[config.mk]
export PLATFORM = sky130hd
export DESIGN_NAME = tf_lut_loader
export DESIGN_NICKNAME = d
export VERILOG_FILES = /design/src/rtl/tf_lut_loader.sv
export SDC_FILE = /design/constraint.sdc
export NUM_CORES = 1
export LEC_CHECK = 0
export CAP_MARGIN = 20
export CORE_MARGIN = 8
export CORE_UTILIZATION = 54
export CTS_CLUSTER_DIAMETER = 80
export DETAILED_ROUTE_END_ITERATION = 12
export GPL_TIMING_DRIVEN = 0
export PLACE_DENSITY = 0.81
export SETUP_SLACK_MARGIN = 0.15
export SLEW_MARGIN = 20
export SYNTH_ARGS = -nofsm -noshare
export SYNTH_HDL_FRONTEND = slang
export SYNTH_SLANG_ARGS = --single-unit
[constraint.sdc]
create_clock -name clk -period 2.78 [get_ports clk]
set_clock_uncertainty 0.15 [all_clocks]
set_input_delay 0.417 -clock clk [delete_from_list [all_inputs] [get_ports clk]]
set_output_delay 0.417 -clock clk [all_outputs]
set_load 0.01 [all_outputs]
[src/rtl/tf_lut_loader.sv]
// tf_lut_loader: writer side of the tanh LUT. Streams 2*2**SEG_W host words
// (points first, then slopes) onto one LUT write bus shared by every LUT copy.
// The word that follows the last data word is a 16-bit wrap-around checksum.
// lut_valid is raised only after that checksum matches.
module tf_lut_loader #(
    parameter int DATA_W = 16,
    parameter int SEG_W  = 5
) (
    input  logic              clk,
    input  logic              clrn,
    input  logic              start,
    input  logic              abort,
    input  logic [DATA_W-1:0] in_data,
    input  logic              in_valid,
    output logic              in_ready,
    output logic              wr_en,
    output logic [SEG_W:0]    wr_addr,
    output logic [DATA_W-1:0] wr_data,
    output logic              busy,
    output logic              done,
    output logic              err,
    output logic              lut_valid
);

    localparam int NUM_WORDS = 2 * (2 ** SEG_W);
    localparam logic [SEG_W:0] LAST_WORD = (SEG_W + 1)'(NUM_WORDS - 1);
    localparam logic [SEG_W:0] ONE_WORD  = (SEG_W + 1)'(1);

    typedef enum logic [2:0] {
        ST_IDLE,
        ST_LOAD,
        ST_CHECK,
        ST_DONE,
        ST_ERR
    } state_t;

    state_t            state;
    logic [SEG_W:0]    count;
    logic [DATA_W-1:0] sum;
    logic              accept;

    // The loader only takes words while loading or waiting for the checksum;
    // an abort in the same cycle drops the offered word.
    assign in_ready = (state == ST_LOAD) || (state == ST_CHECK);
    assign busy     = in_ready;
    assign accept   = in_valid && in_ready && !abort;

    // Load sequencer: the word count doubles as the LUT address, and each
    // accepted data word is registered onto the write bus for one cycle.
    always_ff @(posedge clk or negedge clrn) begin
        if (!clrn) begin
            state     <= ST_IDLE;
            count     <= '0;
            sum       <= '0;
            wr_en     <= 1'b0;
            wr_addr   <= '0;
            wr_data   <= '0;
            done      <= 1'b0;
            err       <= 1'b0;
            lut_valid <= 1'b0;
        end else begin
            wr_en <= 1'b0;
            done  <= 1'b0;
            case (state)
                ST_LOAD: begin
                    if (abort) begin
                        state     <= ST_IDLE;
                        lut_valid <= 1'b0;
                    end else if (accept) begin
                        wr_en   <= 1'b1;
                        wr_addr <= count;
                        wr_data <= in_data;
                        count   <= count + ONE_WORD;
                        sum     <= sum + in_data;
                        if (count == LAST_WORD) begin
                            state <= ST_CHECK;
                        end
                    end
                end
                ST_CHECK: begin
                    if (abort) begin
                        state     <= ST_IDLE;
                        lut_valid <= 1'b0;
                    end else if (accept) begin
                        if (in_data == sum) begin
                            state     <= ST_DONE;
                            done      <= 1'b1;
                            lut_valid <= 1'b1;
                        end else begin
                            state     <= ST_ERR;
                            err       <= 1'b1;
                            lut_valid <= 1'b0;
                        end
                    end
                end
                default: begin
                    if (abort) begin
                        state <= ST_IDLE;
                    end else if (start) begin
                        state     <= ST_LOAD;
                        count     <= '0;
                        sum       <= '0;
                        err       <= 1'b0;
                        lut_valid <= 1'b0;
                    end
                end
            endcase
        end
    end

endmodule

* Yosys cells after proc, flatten, opt, wreduce, memory -nomap -nowiden
Cells that the tools add are included.
** Storage, ports and cells
- Register bits after elaboration :: 51
- Output and inout port bits :: 28
- Logic and storage cells :: 75
** Operators by class
- Add/sub/neg operators :: 2
- Equality and inequality tests :: 12
- Mux-type cells :: 36
- Bitwise operators :: 3
- Reductions and logical operators :: 13
** Operators with widths (number)
- 16-bit 2-to-1 mux :: 4
- 16-bit one-hot mux with 2 select lines :: 1
- 3-bit 2-to-1 mux :: 8
- 6-bit 2-to-1 mux :: 4
- 16-bit adder :: 1
- 16-bit equality test :: 1
- 1-bit 2-to-1 mux :: 15
- 6-bit one-hot mux with 2 select lines :: 1
- 4-bit AND reduction :: 3
- 2-bit inequality test, second input constant :: 4
- 6-bit by 1-bit adder with 6-bit output, second input constant :: 1
- 6-bit equality test, second input constant :: 1
- 3-bit inequality test, second input constant :: 2
- 3-bit one-hot mux with 2 select lines :: 1
- 5-bit AND reduction :: 1
- 1-bit one-hot mux with 2 select lines :: 2
- 2-bit nonzero test :: 2
- 4-bit nonzero test :: 1
- 3-bit by 1-bit equality test with 1-bit output, second input constant :: 1
- 3-bit by 2-bit equality test with 1-bit output, second input constant :: 1
- 3-bit by 1-bit inequality test with 1-bit output, second input constant :: 1
- 3-bit by 2-bit inequality test with 1-bit output, second input constant :: 1
- 1-bit NOT :: 3
- 3-bit AND reduction :: 1
- 4 further kinds :: 5

* Depth between registers and ports, before layout
Gate-level depths: netlist (run 1).
- Word-level depth :: 7
- Gate-level depth with buffers :: 9
- Gate-level depth less buffers :: 9

* Least setup slack after synthesis (run 1)
OpenSTA, ideal clock, no wires.
- Path kind :: input to register
- From :: input in_data[1]
- To :: register sum[15]
- Arrival :: 2.059 ns
- Slack :: 0.444 ns
- Cell stages on the path :: 7
- Buffers on the path :: 0
- Cell sequence :: ha_1 a211o_1 o211a_2 o41a_4 a31oi_4 mux2i_1 a221o_1
** On the way
- Longest elaborated chain between the ends :: 4
** Ends and longest elaborated chain
- start: declaration :: RTL line 13 : input logic [DATA_W-1:0] in_data,
- 16-bit adder :: RTL line 74 : sum <= sum + in_data;
- 16-bit 2-to-1 mux :: RTL line 69 : end else if (accept) begin
- 16-bit 2-to-1 mux :: RTL line 66 : if (abort) begin
- 16-bit one-hot mux with 2 select lines :: RTL line 64 : case (state)
- end signal: assignment :: RTL line 74
- end: declaration :: RTL line 39 : logic [DATA_W-1:0] sum;
No other way between the ends. The select of a mux whose other input is x is not followed.
A chain may end at the register's enable or synchronous reset.

* Worst setup path in the final report (run 1)
- From :: input in_data[0]
- To :: register sum[14]
The elaborated chain is that of the path after synthesis.

==> results of run 1 <==
final timing paths:
path / endpoint / slack (ns) / cells past startpoint
max in group asynchronous: wr_data[12] / 2.05 / 1
setup / recovery: sum[14] / 0.22 / 11
setup reg to reg: sum[15] / 0.38 / 7
min in group clk: wr_data[5] / 0.33 / 2
hold / removal: wr_data[13] / -0.02 / 1
hold reg to reg: wr_data[5] / 0.33 / 2
logic make-up (layout without fill, tap and decap cells):
family                     count (synthesis)  after routing  synth area share
adders and majority gates                 17             17            0.0738
buffers and inverters                     26             85            0.0361
AOI/OAI and AO/OA                         77             77             0.177
muxes                                      4              4            0.0134
DFF                                       51             51             0.428
xor gates and xnor gates                  14             14            0.0411
and+or+nand+nor                          155            155             0.230
metrics by stage:
step | hold slack, ns | TNS [ns] | power, uW | area (sq um) | util
2_1_floorplan | -0.0286 | 0 | 1750 | 2980 | -
4_1_cts | 0.00476 | 0 | 2530 | 3630 | 0.672
6_report | -0.0183 | 0 | 2560 | 3710 | 0.686
5_1_grt | 0.0482 | 0 | 2750 | 3710 | 0.686
3_5_place_dp | 0.311 | -1.21 | 2100 | 3540 | 0.655
3_3_place_gp | 0.306 | -20.42 | 2070 | 3540 | 0.656
timing repair:
action                                  CTS  global route
pin swaps                                 0             2
setup buffers                             0             4
endpoints found under the setup margin    7             8
resized for setup                         3            18
sequential cells by signal, summed over array words and instances (netlist names):
register	flops
count	6
done	1
err	1
lut_valid	1
state	3
sum	16
wr_addr	6
wr_data	16
wr_en	1
report_power, final:
| part | internal [uW] | switching, uW |
|---|---|---|
| sequential | 885 | 86.2 |
| clock | 176 | 240 |
| combinational | 543 | 629 |
| total | 1600 | 955 |
synth_stat cells, types with 2 or more instances:
| cell | count |
|---|---|
| o21ai_1 | 2 |
| buf_2 | 5 |
| o21ai_0 | 25 |
| nand4_1 | 5 |
| xnor2_1 | 8 |
| nand3_1 | 5 |
| nor4_1 | 2 |
| a32o_1 | 2 |
| o211ai_1 | 2 |
| nor2_1 | 21 |
| a21oi_1 | 13 |
| and4_1 | 2 |
| mux2i_1 | 4 |
| inv_1 | 5 |
| and3_1 | 3 |
| dfrtp_1 | 51 |
| a311oi_1 | 2 |
| nand2_1 | 92 |
| nand2b_1 | 8 |
| a221o_1 | 2 |
| nor2b_1 | 7 |
| xor2_1 | 6 |
| o41ai_1 | 2 |
| o21a_1 | 2 |
| and2_1 | 2 |
| a21o_1 | 8 |
| nor3_1 | 3 |
| a211oi_1 | 2 |
| clkbuf_1 | 15 |
| or4_1 | 2 |
| a22o_1 | 2 |
| a211o_1 | 2 |
| ha_1 | 16 |
area by class of cell:
cell class,instances,area [sq um]
sequential,51,1280
clock inverter,2,12.5
tap,72,90.1
inverter,5,18.8
buffer,21,96.3
fill,470,1700
clock buffer,6,72.6
timing repair buffer,51,500
multi-input combinational,267,1640
per-layer routing:
layer / track usage / up-vias
li1: - / 1312
met1: 0.244 / 1253
met2: 0.272 / 62
met3: 0.0341 / 2
met4: 0.0374 / 0
met5: 0 / -
==> impl_metrics.csv, run 1 <==
group,metric,value,unit
route,wl_met1,3.35,mm
status,status,"finished, violations left",
layout,diodes,0,
place,dpl.cell_count,463,
layout,final_layout_size_suffix_gt1_frac,0.0893,
setup_path,cp_num_buf_inv,3,
timing,worst_slack,0.223,ns
floorplan,die_w,90.3,um
yosys,ys_warn_count,0,
global_routing,grt.overflow.total,0,
yosys,ys_seq_area_frac,0.428,
place,portBuffers,47,
setup_path,slowest_stage,"clkdlybuf4s50_1",
global_routing,antenna_found_initial,0,
job,drv_cap,0,
layout,finalNonFillerCells,475,
layout,mostFrequentLayoutCell,"nand2_1",
yosys,synthCells,344,
setup_path,crit_path_max_fanout,3,
place,pre_cts_ws,-0.265,ns
timing,hold_viol,30,
place,dp_hpwl,5.31,mm
setup_path,end_kind,"flip-flop",
yosys,synth_edf_count,0,
global_routing,track_usage,0.174,
cts,cts_hold_buf,0,
cts,clkTransAtPathRegs,0.08,ns
route,top_layer_used,"met4",
yosys,async_flop_share,1.00,
timing,holdWs,-0.0183,ns
global_routing,grt_pass1_vias,2460,
cts,clockBufferDepth,2,
setup_path,worstPathRequired,2.79,ns
route,wl,7.12,mm
setup_path,critical-path-top-delay-family,"compound AO/OA/AOI/OAI gates",
setup_path,r2r_start,"sum[1]",
global_routing,grt_pass1_wl,12.0,mm
yosys,ys_types,49,
worst_hold_path,hp-class,"in2async",
timing,fmax,391,MHz
setup_path,arrival,2.57,ns
setup_path,cpPeakStageDelay,0.43,ns
floorplan,io_pins,49,
setup_path,critPathLaunch,"in_data[0]",
power_and_ir_drop,power_density,690,mW/mm^2
route,dr_total_vias,2629,
setup_path,cp-start-kind,"primary input",
place,place.gp.congestion,0.931,
route,drt-vias-per-instance,5.53,
yosys,ys_seq_elements,51,
timing,rsz0062_at_grt,"no",
cts,numClockSinks,51,
yosys,yosysTopAreaCell,"dfrtp_1",
route,drtAntennaViolNets,0,
setup_path,cpMostUsedCell,"o21ai_0",
cts,htree_levels,2,
setup_path,path_cells,"clkdlybuf4s50_1 > ha_1 > inv_1 > fa_1 > nor2b_1 > o21ai_0 > o21ai_2 > buf_4 > a211oi_1 > xor2_1 > o21ai_0",
route,remaining_drc_errors,0,
timing,period_needed,2.56,ns
layout,fin_nets,440,
route,wl_per_cell,15.0,um
cts,cts_made_buffers,5,
timing,slew_headroom,0.570,
floorplan,std_cell_rows,27,
global_routing,grt_max_degree,52,
timing,min_period_over_period,0.920,
floorplan,start_util,0.552,
route,wl_met2,3.37,mm
route,drt_first_pass_iters,4,
cts,clk_latency,0.30,ns
timing,worst_slew_pin_slew,0.645,ns
cts,root_buffer,"clkbuf_8",
yosys,synthTopCellsByArea,"dfrtp_1 43%, nand2_1 12%, ha_1 6.7%",
yosys,syn_nets,382,
power_and_ir_drop,p_leak,0.00176,uW
status,violations,"hold timing",
yosys,avgSynthCellArea,8.67,sq um
layout,final_cell_mix,"92 x nand2_1, 51 x dfrtp_1, 45 x clkdlybuf4s50_1",
route,dr.first_iter.drc_count,150,
yosys,synth_top_area_share,0.428,
yosys,syn-cell-area,0.00298,sq mm
timing,slew_viol_final,0,
timing,setup_viol,0,
floorplan,die_h,90.3,um
floorplan,dieArea,0.00816,sq mm
yosys,yosys_most_used_dff,"dfrtp_1",
route,wl_met3,370,um
power_and_ir_drop,ir_drop,0.409,mV
setup_path,worstSetupPathType,"in2reg",
layout,area_growth,24.4,%
cts,cts_tree,"done",
floorplan,coreArea,0.00541,sq mm
No activity file was read; power rests on OpenSTA's default activity.
==> inputs of run 2 (changes only) <==
PLACE_DENSITY = 0.8   (was 0.81)
==> run 2 against run 1 <==
The run now ends clean. Critical path depth decreased by 3. Cell area increased by 1.1%. Hold slack improved by 0.35 ns. Non-clock buffer count increased by 1. Maximum frequency increased by 0.85%. Via count increased by 1.3%. Combinational power about the same. Flip-flop and latch count unchanged. Utilization increased by 0.79 points. Register-to-register slack about the same. First-iteration DRC count increased by 3.3%. Sequential share of layout area decreased by 0.39 points. Critical endpoint is now sum[15].
==> impl_metrics.csv, run 2 (synthesis results as in run 1) <==
group,metric,value,unit
status,status,"complete, no violations",
setup_path,reg2regPathDepth,7,
setup_path,worstPathRequired,2.83,ns
cts,cts_tree,"done",
layout,fin_nets,441,
power_and_ir_drop,power_density,723,mW/mm^2
layout,fin_util,0.694,
global_routing,grt_max_degree,52,
setup_path,cp-start-kind,"primary input",
setup_path,cp_num_buf_inv,2,
place,pre_cts_ws,-0.318,ns
setup_path,slowest_stage,"o41a_4",
global_routing,grt_pass1_wl,12.7,mm
layout,final_cell_mix,"92 x nand2_1, 51 x dfrtp_1, 45 x clkdlybuf4s50_1",
timing,worst_slack,0.244,ns
place,dp_hpwl,5.39,mm
floorplan,io_pins,49,
power_and_ir_drop,ir_drop,0.399,mV
worst_hold_path,hp-class,"reg2reg",
worst_hold_path,hold-path-cell-count,2,
timing,min_period_over_period,0.912,
setup_path,path_cells,"clkdlybuf4s50_1 > ha_1 > clkbuf_2 > a21o_1 > o41a_4 > a31oi_4 > mux2i_1 > a221o_1",
cts,clk_latency,0.31,ns
cts,htree_levels,2,
route,dr.first_iter.drc_count,155,
route,dr_total_vias,2663,
layout,diodes,0,
place,portBuffers,47,
route,remaining_drc_errors,0,
route,wl_per_cell,16.0,um
route,drt_first_pass_iters,4,
setup_path,cpPeakStageDelay,0.47,ns
route,drtAntennaViolNets,0,
cts,root_buffer,"clkbuf_8",
cts,clockBufferDepth,2,
timing,holdWs,0.330,ns
cts,numClockSinks,51,
timing,fin_tns_setup,0,ns
layout,reg.largest.list,"sum: 16 flops, wr_data: 16 flops",
timing,setup_viol,0,
floorplan,coreArea,0.00541,sq mm
route,wl,7.61,mm
layout,final_layout_size_suffix_gt1_frac,0.0965,
setup_path,end_kind,"flip-flop",
layout,fillerInstances,442,
place,place.gp.congestion,0.891,
route,drt-vias-per-instance,5.59,
floorplan,start_util,0.552,
cts,cts_made_buffers,5,
timing,fmax,394,MHz
timing,period_needed,2.54,ns
layout,area_growth,25.8,%
power_and_ir_drop,p_leak,0.00179,uW
timing,rsz0062_at_grt,"no",
global_routing,grt_pass1_vias,2595,
setup_path,worstSetupPathType,"in2reg",
floorplan,die_w,90.3,um
timing,slew_viol_final,0,
cts,clkTransAtPathRegs,0.10,ns
setup_path,arrival,2.59,ns
job,drv_cap,0,
setup_path,critical-path-top-delay-family,"compound AO/OA/AOI/OAI gates",
setup_path,crit_path_max_fanout,9,
floorplan,die_h,90.3,um
global_routing,antenna_found_initial,0,
timing,worst_slew_pin_slew,0.664,ns
floorplan,std_cell_rows,27,
setup_path,cp.depth,8,
timing,hold_viol,0,
place,dpl.cell_count,463,
floorplan,dieArea,0.00816,sq mm
layout,mostFrequentLayoutCell,"nand2_1",
layout,finalNonFillerCells,476,
timing,slew_headroom,0.557,
global_routing,grt.overflow.total,0,
global_routing,track_usage,0.186,
## run 2: what timing repair did
action	4_1_cts	5_1_grt
pin swaps	0	3
hold buffers	1	0
gates resized for setup	2	24
hold endpoints to repair	17	0
setup endpoints to repair	5	8
buffers inserted	0	4
cloned	0	0
## run 2: layout make-up
cell class              instances  area [sq um]  area share
plain buffers                  21          98.8      0.0263
repair buffers                 52           510       0.136
well taps                      72          90.1      0.0240
inverters                       5          18.8     0.00500
clock inverters                 3          46.3      0.0123
multi-input cells             267          1640       0.438
flip-flops and latches         51          1280       0.340
clock buffers                   5          68.8      0.0183
## run 2: final timing paths
check / start / to / slack (ns)
max in group asynchronous: clrn / sum[15] / 1.49
worst min-delay path: wr_data[7] / wr_data[7] / 0.33
worst max register to register: sum[1] / sum[15] / 0.38
worst max-delay path: in_data[6] / sum[15] / 0.24
worst min register to register: wr_data[7] / wr_data[7] / 0.33
min in group asynchronous: clrn / sum[10] / 0.53
## run 2: metal layers
layer	wire, um	track usage
met1	3550	0.249
met2	3560	0.298
met3	432	0.0382
met4	64	0.0458
met5	0	0
## run 2: through the flow
| stage | area (sq um) | power [uW] |
|---|---|---|
| 2_1_floorplan | 2980 | 1750 |
| 3_3_place_gp | 3540 | 2070 |
| 3_5_place_dp | 3540 | 2110 |
| 4_1_cts | 3670 | 2650 |
| 5_1_grt | 3750 | 2900 |
| 6_report | 3750 | 2710 |
## run 2: worst register-to-register path, stage by stage, from the launching register on
cell,delay [ns]
dfrtp_1,0.44
ha_4,0.27
a211o_1,0.31
o211a_2,0.17
o41a_4,0.40
a31oi_4,0.19
mux2i_1,0.09
a221o_1,0.26
## run 2: where the power goes
group	internal (uW)	total [uW]	switching (uW)
combinational	549	1200	653
clock	272	537	266
sequential	885	975	90.7
total	1710	2710	1010
